--- config.mk ---
export PLATFORM = sky130hd
export DESIGN_NAME = par_scheduler
export DESIGN_NICKNAME = d
export VERILOG_FILES = /design/src/rtl/par_scheduler_pkg.sv /design/src/rtl/sched_drain_timer.sv /design/src/rtl/par_scheduler.sv
export SDC_FILE = /design/constraint.sdc
export NUM_CORES = 1
export LEC_CHECK = 0
export ABC_AREA = 1
export BUFFER_PORTS_ARGS = -buffer_cell sky130_fd_sc_hd__buf_2
export CAP_MARGIN = 5
export CORE_ASPECT_RATIO = 1.1
export CORE_UTILIZATION = 48
export DETAILED_ROUTE_END_ITERATION = 10
export HOLD_SLACK_MARGIN = 0.1
export PLACE_DENSITY = 0.77
export SETUP_SLACK_MARGIN = 0.3
export SLEW_MARGIN = 20
export SYNTH_ARGS = -nofsm -noshare
export SYNTH_HDL_FRONTEND = slang
export SYNTH_SLANG_ARGS = --single-unit
--- constraint.sdc ---
create_clock -name clk -period 1.87 [get_ports clk]
set_clock_uncertainty 0.05 [all_clocks]
set_input_delay 0.4675 -clock clk [delete_from_list [all_inputs] [get_ports clk]]
set_output_delay 0.4675 -clock clk [all_outputs]
set_load 0.02 [all_outputs]
--- src/rtl/par_scheduler_pkg.sv ---
// Shared definitions for the partition scheduler: FSM state encoding,
// PE control encodings, phase encodings and a small phase->control helper.
package par_scheduler_pkg;

   typedef enum logic [2:0] {
      S_IDLE   = 3'd0,
      S_FETCH  = 3'd1,
      S_LAUNCH = 3'd2,
      S_WAIT   = 3'd3,
      S_NEXT   = 3'd4,
      S_DRAIN  = 3'd5,
      S_DONE   = 3'd6
   } sched_state_e;

   localparam logic [1:0] CTRL_IDLE    = 2'd0;
   localparam logic [1:0] CTRL_SCATTER = 2'd1;
   localparam logic [1:0] CTRL_GATHER  = 2'd2;

   localparam logic PHASE_SCATTER = 1'b0;
   localparam logic PHASE_GATHER  = 1'b1;

   // PE work counters are registered, so its completion flag is stale for
   // this many cycles after a launch.
   localparam logic [1:0] WAIT_BLANK_CYC = 2'd2;

   function automatic logic [1:0] phase_to_ctrl(input logic phase);
      return (phase == PHASE_GATHER) ? CTRL_GATHER : CTRL_SCATTER;
   endfunction

endpackage

--- src/rtl/sched_drain_timer.sv ---
// Drain timer: load arms it with DRAIN_CYC, count decrements it, and
// expire_o flags the last counted cycle of the drain window.
module sched_drain_timer
   import par_scheduler_pkg::*;
#(
   parameter int DRAIN_CYC = 16
) (
   input  logic clk_i,
   input  logic rst_ni,
   input  logic load_i,
   input  logic count_i,
   output logic expire_o
);

   localparam int CNT_W = $clog2(DRAIN_CYC + 1);
   localparam logic [CNT_W-1:0] LOAD_VAL = CNT_W'(DRAIN_CYC);

   logic [CNT_W-1:0] cnt_q, cnt_d;

   // Next count: reload on load, otherwise step down while counting.
   always_comb begin
      cnt_d = cnt_q;
      if (load_i) begin
         cnt_d = LOAD_VAL;
      end else if (count_i && (cnt_q != '0)) begin
         cnt_d = cnt_q - CNT_W'(1);
      end
   end

   // Counter register.
   always_ff @(posedge clk_i or negedge rst_ni) begin
      if (!rst_ni) cnt_q <= '0;
      else         cnt_q <= cnt_d;
   end

   assign expire_o = count_i && (cnt_q <= CNT_W'(1));

endmodule

--- src/rtl/par_scheduler.sv ---
// Partition scheduler: walks one PE through scatter and gather phases over
// PAR_NUM partitions per phase, for up to num_iter iterations, stopping early
// when a gather phase updates no vertex.
// Optional feature macro: PAR_SKIP_INACTIVE_EN (skip launching inactive
// scatter partitions).
//
// Metadata handshake: meta_req is a valid-style request; meta_par_id and
// meta_phase are held stable while meta_req=1 and the request stays up until
// the cycle in which meta_valid=1, when the response is latched. meta_valid
// in any other state is ignored.
module par_scheduler
   import par_scheduler_pkg::*;
#(
   parameter int PAR_NUM   = 32,
   parameter int PAR_NUM_W = 5,
   parameter int DRAIN_CYC = 16,
   parameter int ITER_W    = 16
) (
   input  logic                 clk,
   input  logic                 rst,
   input  logic                 start,
   input  logic [ITER_W-1:0]    num_iter,
   output logic                 meta_req,
   output logic [PAR_NUM_W-1:0] meta_par_id,
   output logic                 meta_phase,
   input  logic                 meta_valid,
   input  logic [31:0]          meta_work_size,
   input  logic                 meta_active,
   output logic [1:0]           control,
   output logic                 new_par_start,
   output logic                 new_par_active,
   output logic [31:0]          work_size,
   input  logic                 par_complete_sig,
   input  logic                 pe_par_active,
   output logic                 busy,
   output logic                 done,
   output logic                 converged,
   output logic [ITER_W-1:0]    iter_cnt,
   output logic [2:0]           dbg_state
);

   localparam logic [PAR_NUM_W-1:0] LAST_PAR = PAR_NUM_W'(PAR_NUM - 1);
   localparam logic [ITER_W-1:0]    ITER_MAX = {ITER_W{1'b1}};

   sched_state_e         state_q, state_d;
   logic [PAR_NUM_W-1:0] par_q, par_d;
   logic                 phase_q, phase_d;
   logic [ITER_W-1:0]    num_iter_q, num_iter_d;
   logic [ITER_W-1:0]    iter_q, iter_d;
   logic [31:0]          ws_q, ws_d;
   logic                 act_q, act_d;
   logic [1:0]           blank_q, blank_d;
   logic                 seen_q, seen_d;
   logic                 conv_q, conv_d;

   logic                 drain_load, drain_count, drain_expire;
   logic                 running;
   logic                 seen_now;
   logic [ITER_W-1:0]    iter_inc;

   sched_drain_timer #(
      .DRAIN_CYC (DRAIN_CYC)
   ) u_drain (
      .clk_i    (clk),
      .rst_ni   (rst),
      .load_i   (drain_load),
      .count_i  (drain_count),
      .expire_o (drain_expire)
   );

   assign running  = (state_q != S_IDLE) && (state_q != S_DONE);
   assign seen_now = seen_q || pe_par_active;
   assign iter_inc = (iter_q == ITER_MAX) ? iter_q : iter_q + ITER_W'(1);

   // Next-state logic and per-state strobes.
   always_comb begin
      state_d     = state_q;
      par_d       = par_q;
      phase_d     = phase_q;
      num_iter_d  = num_iter_q;
      iter_d      = iter_q;
      ws_d        = ws_q;
      act_d       = act_q;
      blank_d     = blank_q;
      seen_d      = seen_q;
      conv_d      = conv_q;
      drain_load  = 1'b0;
      drain_count = 1'b0;
      meta_req    = 1'b0;
      new_par_start = 1'b0;
      control     = running ? phase_to_ctrl(phase_q) : CTRL_IDLE;

      // Any updated vertex during gather keeps the run going.
      if (running && (phase_q == PHASE_GATHER) && pe_par_active) begin
         seen_d = 1'b1;
      end

      case (state_q)
         S_IDLE: begin
            if (start) begin
               num_iter_d = num_iter;
               iter_d     = '0;
               conv_d     = 1'b0;
               seen_d     = 1'b0;
               par_d      = '0;
               phase_d    = PHASE_SCATTER;
               state_d    = (num_iter == '0) ? S_DONE : S_FETCH;
            end
         end
         S_FETCH: begin
            meta_req = 1'b1;
            if (meta_valid) begin
               ws_d  = meta_work_size;
               act_d = meta_active;
`ifdef PAR_SKIP_INACTIVE_EN
               if ((phase_q == PHASE_SCATTER) && !meta_active) state_d = S_NEXT;
               else                                            state_d = S_LAUNCH;
`else
               state_d = S_LAUNCH;
`endif
            end
         end
         S_LAUNCH: begin
            new_par_start = 1'b1;
            blank_d       = WAIT_BLANK_CYC;
            state_d       = S_WAIT;
         end
         S_WAIT: begin
            if (blank_q != 2'd0) begin
               blank_d = blank_q - 2'd1;
            end else if (par_complete_sig) begin
               state_d = S_NEXT;
            end
         end
         S_NEXT: begin
            if (par_q != LAST_PAR) begin
               par_d   = par_q + PAR_NUM_W'(1);
               state_d = S_FETCH;
            end else begin
               drain_load = 1'b1;
               state_d    = S_DRAIN;
            end
         end
         S_DRAIN: begin
            drain_count = 1'b1;
            if (drain_expire) begin
               par_d = '0;
               if (phase_q == PHASE_SCATTER) begin
                  phase_d = PHASE_GATHER;
                  seen_d  = 1'b0;
                  state_d = S_FETCH;
               end else begin
                  iter_d = iter_inc;
                  if ((iter_inc == num_iter_q) || !seen_now) begin
                     conv_d  = !seen_now;
                     state_d = S_DONE;
                  end else begin
                     phase_d = PHASE_SCATTER;
                     state_d = S_FETCH;
                  end
               end
            end
         end
         S_DONE: begin
            state_d = S_IDLE;
         end
         default: begin
            state_d = S_IDLE;
         end
      endcase
   end

   // State and datapath registers.
   always_ff @(posedge clk or negedge rst) begin
      if (!rst) begin
         state_q    <= S_IDLE;
         par_q      <= '0;
         phase_q    <= PHASE_SCATTER;
         num_iter_q <= '0;
         iter_q     <= '0;
         ws_q       <= '0;
         act_q      <= 1'b0;
         blank_q    <= 2'd0;
         seen_q     <= 1'b0;
         conv_q     <= 1'b0;
      end else begin
         state_q    <= state_d;
         par_q      <= par_d;
         phase_q    <= phase_d;
         num_iter_q <= num_iter_d;
         iter_q     <= iter_d;
         ws_q       <= ws_d;
         act_q      <= act_d;
         blank_q    <= blank_d;
         seen_q     <= seen_d;
         conv_q     <= conv_d;
      end
   end

   assign meta_par_id    = par_q;
   assign meta_phase     = phase_q;
   assign work_size      = ws_q;
   assign new_par_active = act_q;
   assign busy           = (state_q != S_IDLE);
   assign done           = (state_q == S_DONE);
   assign converged      = (state_q == S_DONE) && conv_q;
   assign iter_cnt       = iter_q;
   assign dbg_state      = state_q;

endmodule
==> Implementation_results.wiki, run 1 <==
{| class="wikitable"
! Metric !! Value
|-
| Run status || finished, violations left
|-
| Violations in the final reports || negative setup slack
|-
| Met2 wire length || 8230 µm
|-
| Number of warnings issued by yosys || 0
|-
| Number of buffer cells added on primary ports || 119
|-
| Final setup violation count || 34
|-
| Largest cells by area after synthesis || sky130_fd_sc_hd__dfrtp_1 (48%), sky130_fd_sc_hd__nand2_1 (13%), sky130_fd_sc_hd__mux2_2 (8.5%)
|-
| Net switching power || 0.00391 W
|-
| H-tree depth || 3
|-
| Maximum ir drop on the vdd rail || 0.00115 V
|-
| Buffer levels on the longest clock path || 2
|-
| Post-synthesis instance area || 4360 µm²
|-
| Largest area contributor in the synthesized netlist || sky130_fd_sc_hd__dfrtp_1
|-
| Net count reported at finish || 844
|-
| Logic gate share of total power || 53.7%
|-
| Total detailed-routing wirelength || 16400 µm
|-
| Setup ws final || -0.519 ns
|-
| Arrival time reported for the critical path endpoint || 2.59 ns
|-
| Synth Area in Simple Gates || 25.1%
|-
| Core Area || 8830 µm²
|-
| Data required, critical path || 2.07 ns
|-
| Kind of capture point of the worst setup path || flop
|-
| Clk slew on worst S/H paths || 0.09 ns
|-
| Internal Dissipation || 0.00564 W
|-
| Met3 WL post-DR || 1250 µm
|-
| Fraction of registers with async set/reset || 100%
|-
| Mapped Cells || 544
|-
| Ratio of routed vias to standard cells || 5.64
|-
| Inserted Clock Buffers || 9
|-
| GRT overflow || 0
|-
| Final Slew Violations || 0
|-
| Number of unique standard cell types used by synthesis || 29
|-
| Switch share || 40.9%
|-
| Later-pin clock latency in the skew report || 0.37 ns
|-
| Die X-Extent || 92.9 µm
|-
| Number of placed I/O pins || 120
|-
| Share of final-layout standard cells stronger than drive strength 1 || 51.0%
|-
| Share of the synthesized area in the top cell type || 47.7%
|-
| Detailed-route wire length per cell || 18.3 µm
|-
| Max-cap viol count || 0
|-
| Period utilisation layout || 128%
|-
| Crit path launch type || flop
|-
| Transition time at the pin with the least slew margin || 0.416 ns
|-
| Placement row count || 36
|-
| Cell with the most instances after synthesis || sky130_fd_sc_hd__nand2_1
|-
| Launch point of the worst hold path || meta_work_size[28]
|-
| Launching point of the worst reg2reg path || iter_cnt[1]
|-
| Power Total || 0.00955 W
|-
| Via count of the first global-routing pass || 4490
|-
| Via total after detailed routing || 5083
|-
| Metal-1 WL || 5670 µm
|-
| Area share of xor/xnor cells in the synthesized design || 0.603%
|-
| Sequential group share of total power || 29.7%
|-
| Most common flop cell mapped by yosys || sky130_fd_sc_hd__dfrtp_1
|-
| Wire length of the first global-routing pass || 19900 µm
|-
| Kind of critical path || reg -> reg
|-
| Setup repair after global routing missed its margin || true
|-
| Pin count of the biggest net entering global routing || 41
|-
| Count of TritonRoute iterations in the first routing pass || 5
|-
| Mux share of post-synthesis cell area || 8.53%
|-
| Clock tree from TritonCTS || built
|-
| Global routing usage summed across all routing layers || 27.1%
|-
| Worst hold-check path type || in -> reg
|-
| Power density over the cells || 1340 nW/µm²
|-
| RePlAce Congestion || 0.990
|-
| Count of clock tree sinks || 83
|-
| Number of nets with antenna violations after routing || 0
|-
| Tmin final || 2.39 ns
|-
| Complex-gate fraction of the synthesized area || 7.55%
|-
| DRC violation count after routing || 0
|-
| Clock tree root buffer cell || sky130_fd_sc_hd__clkbuf_8
|-
| Share of synthesized area occupied by flip-flops and latches || 47.7%
|-
| Die span in y || 102 µm
|-
| Worst-path fanout max || 4
|-
| Max Freq || 0.419 GHz
|-
| Share of synthesized cell area in full adder, half adder and majority cells || 2.01%
|-
| Relative area change from synthesis to final layout || 64.1%
|-
| Antenna diodes || 0
|-
| Initial standard-cell utilization of the core || 49.4%
|-
| Post-DP HPWL || 8880 µm
|-
| DIE AREA || 9460 µm²
|-
| Relative slew slack || 72.0%
|-
| Endpoints failing hold || 0
|-
| Final setup TNS || -5.36 ns
|-
| Mean cell area of the mapped netlist || 8.01 µm²
|-
| Ranking of synthesized cells by instance count || sky130_fd_sc_hd__nand2_1 (155), sky130_fd_sc_hd__dfrtp_1 (83), sky130_fd_sc_hd__inv_1 (82)
|-
| Leakage component of the power || 3.69 nW
|-
| Number of DRC markers in iteration 0 || 469
|-
| Highest routed layer || met4
|-
| Crit path from || iter_cnt[1]
|-
| Number of enable-type register cells in the synthesized netlist || 0
|-
| Clock power frac || 16.6%
|-
| Number of synthesized register bits || 83
|-
| Largest family of logic cells by synthesized area || simple AND/OR/NAND/NOR gates
|-
| Initial antenna violation count || 0
|-
| Nets in the synthesized netlist || 606
|}
[power groups by stage]
stage	sequential, W	clock [W]	combinational [W]
detailed placement	0.00281	0	0.00346
floorplan	0.00330	0	0.00167
CTS	0.00279	0.00157	0.00394
global route	0.00290	0.00165	0.00540
global placement	0.00278	0	0.00335
finish	0.00284	0.00158	0.00513
[critical path, stage by stage (launching register included)]
cell,delay (ns)
sky130_fd_sc_hd__dfrtp_2,0.44
sky130_fd_sc_hd__ha_4,0.17
sky130_fd_sc_hd__inv_2,0.05
sky130_fd_sc_hd__nor2_4,0.14
sky130_fd_sc_hd__nand2_4,0.12
sky130_fd_sc_hd__buf_4,0.15
sky130_fd_sc_hd__nand2_1,0.05
sky130_fd_sc_hd__nand2_1,0.08
sky130_fd_sc_hd__nand2_1,0.11
sky130_fd_sc_hd__nand2_1,0.06
sky130_fd_sc_hd__nand2_1,0.05
sky130_fd_sc_hd__nand3_1,0.11
sky130_fd_sc_hd__nor2_1,0.18
sky130_fd_sc_hd__nand3_2,0.16
sky130_fd_sc_hd__nand3_2,0.11
sky130_fd_sc_hd__nand2_1,0.08
sky130_fd_sc_hd__nand2_1,0.09
sky130_fd_sc_hd__nand2_1,0.07
[flip-flops by register name, indices dropped and copies added (netlist names)]
| name | flops |
|---|---|
| work_size | 32 |
| meta_phase | 1 |
| dbg_state | 3 |
| seen_q | 1 |
| num_iter_q | 16 |
| u_drain.cnt_q | 5 |
| meta_par_id | 5 |
| new_par_active | 1 |
| blank_q | 2 |
| iter_cnt | 16 |
| conv_q | 1 |
[area by class of cell]
class,instances,area [µm²]
clock inverter,7,116
timing repair buffer,235,1900
inverter,85,345
fill,522,1680
multi-input combinational,368,2430
tap,114,143
clock buffer,9,124
sequential,83,2090
[through the flow]
step,cell area (µm²),setup slack (ns),util (%),cells,hold WS [ns]
after floorplan,4420,-0.0641,-,544,0.122
after global placement,5650,-0.267,64.0,833,0.346
after detailed placement,5650,-0.350,64.0,833,0.343
after CTS,6340,-0.193,71.9,874,0.282
after global routing,7150,-0.624,81.0,901,0.289
final,7150,-0.519,81.0,901,0.284
[cell usage in the layout, fill, tap and decap left out, types with 4 or more instances in the layout]
cell type                     n
sky130_fd_sc_hd__buf_6       50
sky130_fd_sc_hd__inv_4        4
sky130_fd_sc_hd__nor2_4      13
sky130_fd_sc_hd__dfrtp_2      7
sky130_fd_sc_hd__o21ai_0     25
sky130_fd_sc_hd__nand2_2     23
sky130_fd_sc_hd__nor2_2      14
sky130_fd_sc_hd__clkbuf_8     9
sky130_fd_sc_hd__clkbuf_16    6
sky130_fd_sc_hd__nand2_4     11
sky130_fd_sc_hd__nor2_1      24
sky130_fd_sc_hd__buf_4       76
sky130_fd_sc_hd__dfrtp_1     76
sky130_fd_sc_hd__inv_1       66
sky130_fd_sc_hd__ha_1         5
sky130_fd_sc_hd__a21oi_1      5
sky130_fd_sc_hd__nand3_2      8
sky130_fd_sc_hd__inv_2       12
sky130_fd_sc_hd__o21ai_1     16
sky130_fd_sc_hd__buf_12       6
sky130_fd_sc_hd__nand2_1    124
sky130_fd_sc_hd__mux2_2      33
sky130_fd_sc_hd__nand3_1     25
sky130_fd_sc_hd__nand4_1      8
sky130_fd_sc_hd__buf_2       95
[final timing paths]
kind                             endpoint  slack (ns)  cells after the start
max                          dbg_state[0]       -0.52                     17
min                         work_size[28]        0.28                      2
max reg2reg                  dbg_state[0]       -0.52                     17
min reg2reg                new_par_active        0.45                      1
max in group asynchronous    iter_cnt[12]        0.69                      3
min in group asynchronous      meta_phase        0.49                      2
[metal layers]
layer  GRT usage, %  up-vias
met3           4.69      126
met1           30.7     2380
met2           48.4      366
met5              0        -
li1               -     2211
met4           15.6        0
[repair_timing]
action,CTS,global route
pin swaps,16,17
buffers inserted,22,20
hold buffers,1,0
hold endpoints to repair,20,0
gates cloned,2,7
endpoints found under the setup margin,49,105
gates resized for setup,68,150
[logic make-up after synthesis]
kind of cell             after synthesis
AND/OR/NAND/NOR                      260
XOR/XNOR                               3
buffers and inverters                 95
multiplexers                          33
flip-flops                            83
adder cells (fa/ha/maj)                7
AO/OA/AOI/OAI                         63
Power figures use the tool's default switching activity.
==> run 2, diff against run 1 <==
==> constraint.sdc (replaced) <==
create_clock -name clk -period 1.87 [get_ports clk]
set_clock_uncertainty 0.05 [all_clocks]
set_input_delay 0.187 -clock clk [delete_from_list [all_inputs] [get_ports clk]]
set_output_delay 0.187 -clock clk [all_outputs]
set_load 0.02 [all_outputs]
==> run 2 against run 1 <==
  * The flow still finishes with violations (negative setup slack)
  * Setup slack better by 0.14 ns
  * Sequential power up 3%
  * Via count up 6.7%
  * Global-route usage up 6.0 points
  * Count of clock-buffer cells in the layout up 1
  * Sequential share of layout area down 0.89 points
  * Largest power group unchanged
==> Implementation_results.wiki, run 2 (same netlist as run 1, synthesis figures left out) <==
{| class="wikitable"
! Metric !! Value
|-
| Detailed-route wire length per cell || 19.8 µm
|-
| Transition time at the pin with the least slew margin || 0.539 ns
|-
| Count of TritonRoute iterations in the first routing pass || 6
|-
| Cell total after placement || 834
|-
| Number of DRC markers in iteration 0 || 479
|-
| RePlAce Congestion || 0.968
|-
| Ratio of routed vias to standard cells || 5.71
|-
| GRT overflow || 0
|-
| Initial standard-cell utilization of the core || 49.4%
|-
| Max FFs per register || 32
|-
| Ordered cell list for the critical path || ha_4, inv_2, nor2_4, nand2_4, inv_8, nand2_8, nand3_2, nand2_1, nor2_2, nand3_2, nor2_4, nand3_4, nand2_4, nand2_2, nand2_2, nand2_1, nand2_1
|-
| CP peak stage delay || 0.42 ns
|-
| Standard cell with the maximum stage delay on the critical path || sky130_fd_sc_hd__dfrtp_2
|-
| Clock tree from TritonCTS || built
|-
| Placement row count || 36
|-
| Data required, critical path || 2.14 ns
|-
| Family with the most delay on the worst path || simple AND/OR/NAND/NOR gates
|-
| DIE AREA || 9460 µm²
|-
| Endpoints failing hold || 0
|-
| Later-pin clock latency in the skew report || 0.38 ns
|-
| Violations in the final reports || negative setup slack
|-
| Most common library cell in the layout ignoring fill and taps || sky130_fd_sc_hd__nand2_1
|-
| Global routing usage summed across all routing layers || 33.2%
|-
| Number of placed I/O pins || 120
|-
| Die X-Extent || 92.9 µm
|-
| Setup repair after global routing missed its margin || true
|-
| CP most frequent cell || sky130_fd_sc_hd__nand2_1
|-
| Arrival time reported for the critical path endpoint || 2.52 ns
|-
| Maximum ir drop on the vdd rail || 0.00124 V
|-
| Via count of the first global-routing pass || 5042
|-
| Worst hold-check path type || in -> reg
|-
| Period utilisation layout || 120%
|-
| Net count reported at finish || 891
|-
| Most frequent cells in the layout || sky130_fd_sc_hd__nand2_1 (128), sky130_fd_sc_hd__buf_2 (110), sky130_fd_sc_hd__buf_4 (85)
|-
| Pre-CTS setup slack || -0.371 ns
|-
| Core Area || 8830 µm²
|-
| Share of final-layout standard cells stronger than drive strength 1 || 48.3%
|-
| Wire length of the first global-routing pass || 24000 µm
|-
| Final setup TNS || -4.10 ns
|-
| Max-cap viol count || 0
|-
| Run status || finished, violations left
|-
| Buffers & Inverters on Critical Path || 2
|-
| Relative area change from synthesis to final layout || 69.5%
|-
| Post-DP HPWL || 8840 µm
|-
| Die span in y || 102 µm
|-
| Filler Cell Count || 461
|-
| Setup ws final || -0.383 ns
|-
| Clk slew on worst S/H paths || 0.09 ns
|-
| Kind of critical path || reg -> reg
|-
| Leakage component of the power || 3.78 nW
|-
| Relative slew slack || 64.0%
|-
| Final Slew Violations || 0
|-
| Pin count of the biggest net entering global routing || 38
|-
| Power density over the cells || 1250 nW/µm²
|-
| Max Freq || 0.444 GHz
|-
| Total detailed-routing wirelength || 18800 µm
|-
| Initial antenna violation count || 0
|-
| H-tree depth || 3
|-
| Via total after detailed routing || 5423
|-
| Count of clock tree sinks || 83
|-
| Area used by sequential logic in the layout || 2090 µm²
|-
| Crit path launch type || flop
|-
| Inserted Clock Buffers || 9
|-
| Final setup violation count || 27
|-
| Number of standard cells in the final layout excluding fillers || 949
|-
| Area of the multi-input gates || 2460 µm²
|-
| Tmin final || 2.25 ns
|-
| Worst-path fanout max || 11
|-
| DRC violation count after routing || 0
|-
| Number of nets with antenna violations after routing || 0
|-
| Buffer levels on the longest clock path || 2
|-
| Kind of capture point of the worst setup path || flop
|-
| Number of buffer cells added on primary ports || 119
|-
| Clock tree root buffer cell || sky130_fd_sc_hd__clkbuf_8
|}
[run 2: layout make-up]
| cell class | count | area share [%] |
|---|---|---|
| well taps | 114 | 1.93 |
| multi-input cells | 368 | 33.3 |
| inverters | 85 | 4.56 |
| repair buffers | 282 | 29.1 |
| diodes | 1 | 0.0339 |
| clock inverters | 6 | 0.847 |
| clock buffers | 10 | 1.86 |
| flip-flops and latches | 83 | 28.3 |
[run 2: worst min-delay path, delay by kind of cell]
kind	cells	cell delay, ns
buffers and inverters	2	0.17
AND/OR/NAND/NOR	3	0.19
AO/OA/AOI/OAI	1	0.09
[run 2: power breakdown]
part	total (W)	leakage, nW	switching [W]	internal, W
clock	0.00141	0.106	0.000750	0.000655
combinational	0.00489	2.64	0.00280	0.00209
sequential	0.00293	1.04	0.000523	0.00241
total	0.00923	3.78	0.00408	0.00515
[run 2: stage by stage]
step / hold WS [ns] / power [W] / util (%) / instance area [µm²]
global route: 0.290 / 0.00954 / 83.6 / 7380
detailed placement: 0.146 / 0.00628 / 64.0 / 5650
global placement: 0.144 / 0.00614 / 64.0 / 5650
CTS: 0.163 / 0.00845 / 80.2 / 7080
finish: 0.245 / 0.00923 / 83.6 / 7380
floorplan: -0.159 / 0.00495 / - / 4420
[run 2: worst paths after layout]
path                        startpoint  depth (start not counted)             to  slack [ns]
hold / removal              meta_valid                          6   dbg_state[0]        0.24
setup reg to reg           iter_cnt[1]                         17   dbg_state[1]       -0.38
max in group asynchronous          rst                          3  num_iter_q[9]        0.90
min in group asynchronous          rst                          2         seen_q        0.28
setup / recovery           iter_cnt[1]                         17   dbg_state[1]       -0.38
hold reg to reg                 conv_q                          2         conv_q        0.45
[run 2: timing repair]
item                                   in CTS  in global routing
endpoints found under the hold margin      86                  0
gates cloned                                3                  0
setup buffers                              31                 12
hold buffers                               52                  0
gates resized for setup                   127                 62
setup endpoints to repair                  36                 88
pin swaps                                  30                 21
[run 2: per-layer routing]
| layer | part of all wire (%) | GRT usage [%] |
|---|---|---|
| met1 | 34 | 35.9 |
| met2 | 51 | 58.9 |
| met3 | 8.6 | 7.66 |
| met4 | 6.1 | 20.6 |
| met5 | 0 | 0 |
==> run 3, diff against run 2 <==
--- a/config.mk
+++ b/config.mk
@@ -6,13 +6,13 @@
 export NUM_CORES = 1
 export LEC_CHECK = 0
 export ABC_AREA = 1
-export BUFFER_PORTS_ARGS = -buffer_cell sky130_fd_sc_hd__buf_2
 export CAP_MARGIN = 5
 export CORE_ASPECT_RATIO = 1.1
-export CORE_UTILIZATION = 48
+export CORE_UTILIZATION = 51
 export DETAILED_ROUTE_END_ITERATION = 10
+export DONT_BUFFER_PORTS = 1
 export HOLD_SLACK_MARGIN = 0.1
-export PLACE_DENSITY = 0.77
+export PLACE_DENSITY = 0.69
 export SETUP_SLACK_MARGIN = 0.3
 export SLEW_MARGIN = 20
 export SYNTH_ARGS = -nofsm -noshare
==> run 3 against run 2 <==
  * The flow finishes with violations (negative hold slack, negative setup slack)
  * Worst hold slack got worse by 0.79 ns
  * Cell area fell by 4.6%
  * Sequential share of layout area rose by 1.3 points
  * Largest power group unchanged
  * Highest routed layer unchanged
==> Implementation_results.wiki, run 3 (same netlist as run 1, synthesis figures left out) <==
{| class="wikitable"
! Metric !! Value
|-
| Most frequent cells in the layout || sky130_fd_sc_hd__nand2_1 (117), sky130_fd_sc_hd__buf_4 (105), sky130_fd_sc_hd__dfrtp_1 (75)
|-
| Number of nets with antenna violations after routing || 0
|-
| Max FFs per register || 32
|-
| Number of placed I/O pins || 120
|-
| Transition time at the pin with the least slew margin || 0.453 ns
|-
| Die X-Extent || 90.1 µm
|-
| DIE AREA || 8920 µm²
|-
| Placement row count || 35
|-
| Detailed-route wire length per cell || 19.9 µm
|-
| Antenna diodes || 0
|-
| Met3 track demand over resource in global routing || 7.33%
|-
| Via total after detailed routing || 4810
|-
| GRT overflow || 0
|-
| Final Slew Violations || 0
|-
| Crit path launch type || flop
|-
| Hold buffer count at CTS || 51
|-
| Endpoints failing hold || 83
|-
| Most common library cell in the layout ignoring fill and taps || sky130_fd_sc_hd__nand2_1
|-
| Filler Cell Count || 401
|-
| Global routing usage summed across all routing layers || 29.3%
|-
| Clock tree root buffer cell || sky130_fd_sc_hd__clkbuf_8
|-
| Ordered cell list for the critical path || ha_4, inv_2, nor2_4, nand2_4, nor2_4, nand2_1, nand2_2, nand2_1, nand2_1, nand3_1, nor2_2, nand3_2, nand2_2, nand2_2, nand2_1, nand2_1, nand2_1
|-
| CP most frequent cell || sky130_fd_sc_hd__nand2_1
|-
| DRC violation count after routing || 0
|-
| Number of DRC markers in iteration 0 || 383
|-
| Clk slew on worst S/H paths || 0.09 ns
|-
| Final standard cell area without fillers || 7040 µm²
|-
| Max-cap viol count || 0
|-
| Clock tree from TritonCTS || built
|-
| Initial standard-cell utilization of the core || 52.4%
|-
| Placed instance area || 5250 µm²
|-
| Met2 GRT Util || 49.6%
|-
| Count of clock tree sinks || 83
|-
| Later-pin clock latency in the skew report || 0.37 ns
|-
| Power density over the cells || 1270 nW/µm²
|-
| Via count of the first global-routing pass || 4339
|-
| Share of final-layout standard cells stronger than drive strength 1 || 43.4%
|-
| Kind of capture point of the worst setup path || flop
|-
| Die span in y || 99.0 µm
|-
| RePlAce Congestion || 0.879
|-
| Data required, critical path || 2.11 ns
|-
| Setup repair after global routing missed its margin || true
|-
| Final setup violation count || 26
|-
| Buffer levels on the longest clock path || 2
|-
| Count of TritonRoute iterations in the first routing pass || 6
|-
| Tmin final || 2.41 ns
|-
| Total detailed-routing wirelength || 16800 µm
|-
| Wire length of the first global-routing pass || 20700 µm
|-
| Final setup TNS || -4.29 ns
|-
| Met1 Use GR || 36.4%
|-
| Run status || finished, violations left
|-
| Pre-CTS setup slack || -0.274 ns
|-
| Arrival time reported for the critical path endpoint || 2.65 ns
|-
| H-tree depth || 3
|-
| Setup ws final || -0.542 ns
|-
| Initial antenna violation count || 0
|-
| Inserted Clock Buffers || 9
|-
| Net count reported at finish || 788
|-
| Post-DP HPWL || 8160 µm
|-
| Pin count of the biggest net entering global routing || 84
|-
| Maximum ir drop on the vdd rail || 0.00109 V
|-
| Max Freq || 0.415 GHz
|-
| Worst-path fanout max || 4
|-
| Ratio of routed vias to standard cells || 5.71
|-
| Number of buffer cells added on primary ports || 0
|-
| Kind of critical path || reg -> reg
|-
| Leakage component of the power || 3.65 nW
|-
| Standard cell with the maximum stage delay on the critical path || sky130_fd_sc_hd__dfrtp_2
|-
| Relative area change from synthesis to final layout || 61.6%
|-
| Period utilisation layout || 129%
|-
| Worst hold-check path type || in -> async
|-
| Relative slew slack || 69.8%
|-
| Layer carrying the most global-route usage || met2
|-
| Violations in the final reports || negative hold slack, negative setup slack
|-
| CP peak stage delay || 0.42 ns
|-
| Core Area || 8320 µm²
|-
| Post-Route Hold Slack || -0.543 ns
|}
[run 3: changes by cell type in the layout (fill, tap and decap cells not counted), moves of 4 or more]
cell,delta
sky130_fd_sc_hd__mux2_4,+33
sky130_fd_sc_hd__nand2_4,+6
sky130_fd_sc_hd__mux2_2,-33
sky130_fd_sc_hd__buf_2,-110
sky130_fd_sc_hd__buf_6,-14
sky130_fd_sc_hd__nor2_4,+5
sky130_fd_sc_hd__buf_4,+20
sky130_fd_sc_hd__nand2_1,-11
sky130_fd_sc_hd__nand2_2,+6
sky130_fd_sc_hd__o21ai_1,-4
[run 3: worst paths after layout]
kind | start | end | slack (ns) | cells past startpoint
min | rst | iter_cnt[9] | -0.54 | 0
max reg2reg | iter_cnt[0] | dbg_state[1] | -0.54 | 17
min reg2reg | conv_q | conv_q | 0.47 | 2
min in group clk | start | meta_phase | 0.18 | 4
max | iter_cnt[0] | dbg_state[1] | -0.54 | 17
max in group asynchronous | rst | meta_par_id[0] | 2.19 | 0
[run 3: timing repair]
item | 4_1_cts | 5_1_grt
endpoints found under the hold margin | 134 | 83
gates cloned | 2 | 4
setup endpoints to repair | 51 | 79
buffers inserted | 7 | 22
gates resized for setup | 53 | 169
pin swaps | 8 | 26
[run 3: critical path, delay by kind of cell (launching register included)]
kind                     cells  cell delay, ns
flip-flops                   1            0.42
AND/OR/NAND/NOR             15            1.65
buffers and inverters        1            0.05
adder cells (fa/ha/maj)      1            0.19
[run 3: final cells by class]
| type | count | area, µm² | area share (%) |
|---|---|---|---|
| Clock buffer | 10 | 128 | 1.81 |
| Clock inverter | 6 | 71.3 | 1.01 |
| Inverter | 85 | 337 | 4.78 |
| Multi-Input combinational cell | 368 | 2650 | 37.6 |
| Sequential cell | 83 | 2090 | 29.6 |
| Tap cell | 111 | 139 | 1.97 |
| Timing Repair Buffer | 179 | 1630 | 23.2 |
[run 3: stage by stage]
| step | power [W] | std cells | util [%] |
|---|---|---|---|
| 2_1_floorplan | 0.00495 | 544 | - |
| 3_3_place_gp | 0.00573 | 740 | 63.1 |
| 3_5_place_dp | 0.00584 | 740 | 63.1 |
| 4_1_cts | 0.00742 | 816 | 74.9 |
| 5_1_grt | 0.00932 | 842 | 84.7 |
| 6_report | 0.00896 | 842 | 84.7 |
[run 3: routing by layer]
metal	vias up	wire, µm
met3	88	1310
met4	0	842
li1	2106	-
met5	-	0
met2	314	8710
met1	2302	5920
[run 3: where the power goes]
| part | leakage (nW) | switching [W] | internal (W) |
|---|---|---|---|
| registers | 1.04 | 0.00106 | 0.00240 |
| clock network | 0.0935 | 0.000725 | 0.000630 |
| logic | 2.51 | 0.00205 | 0.00210 |
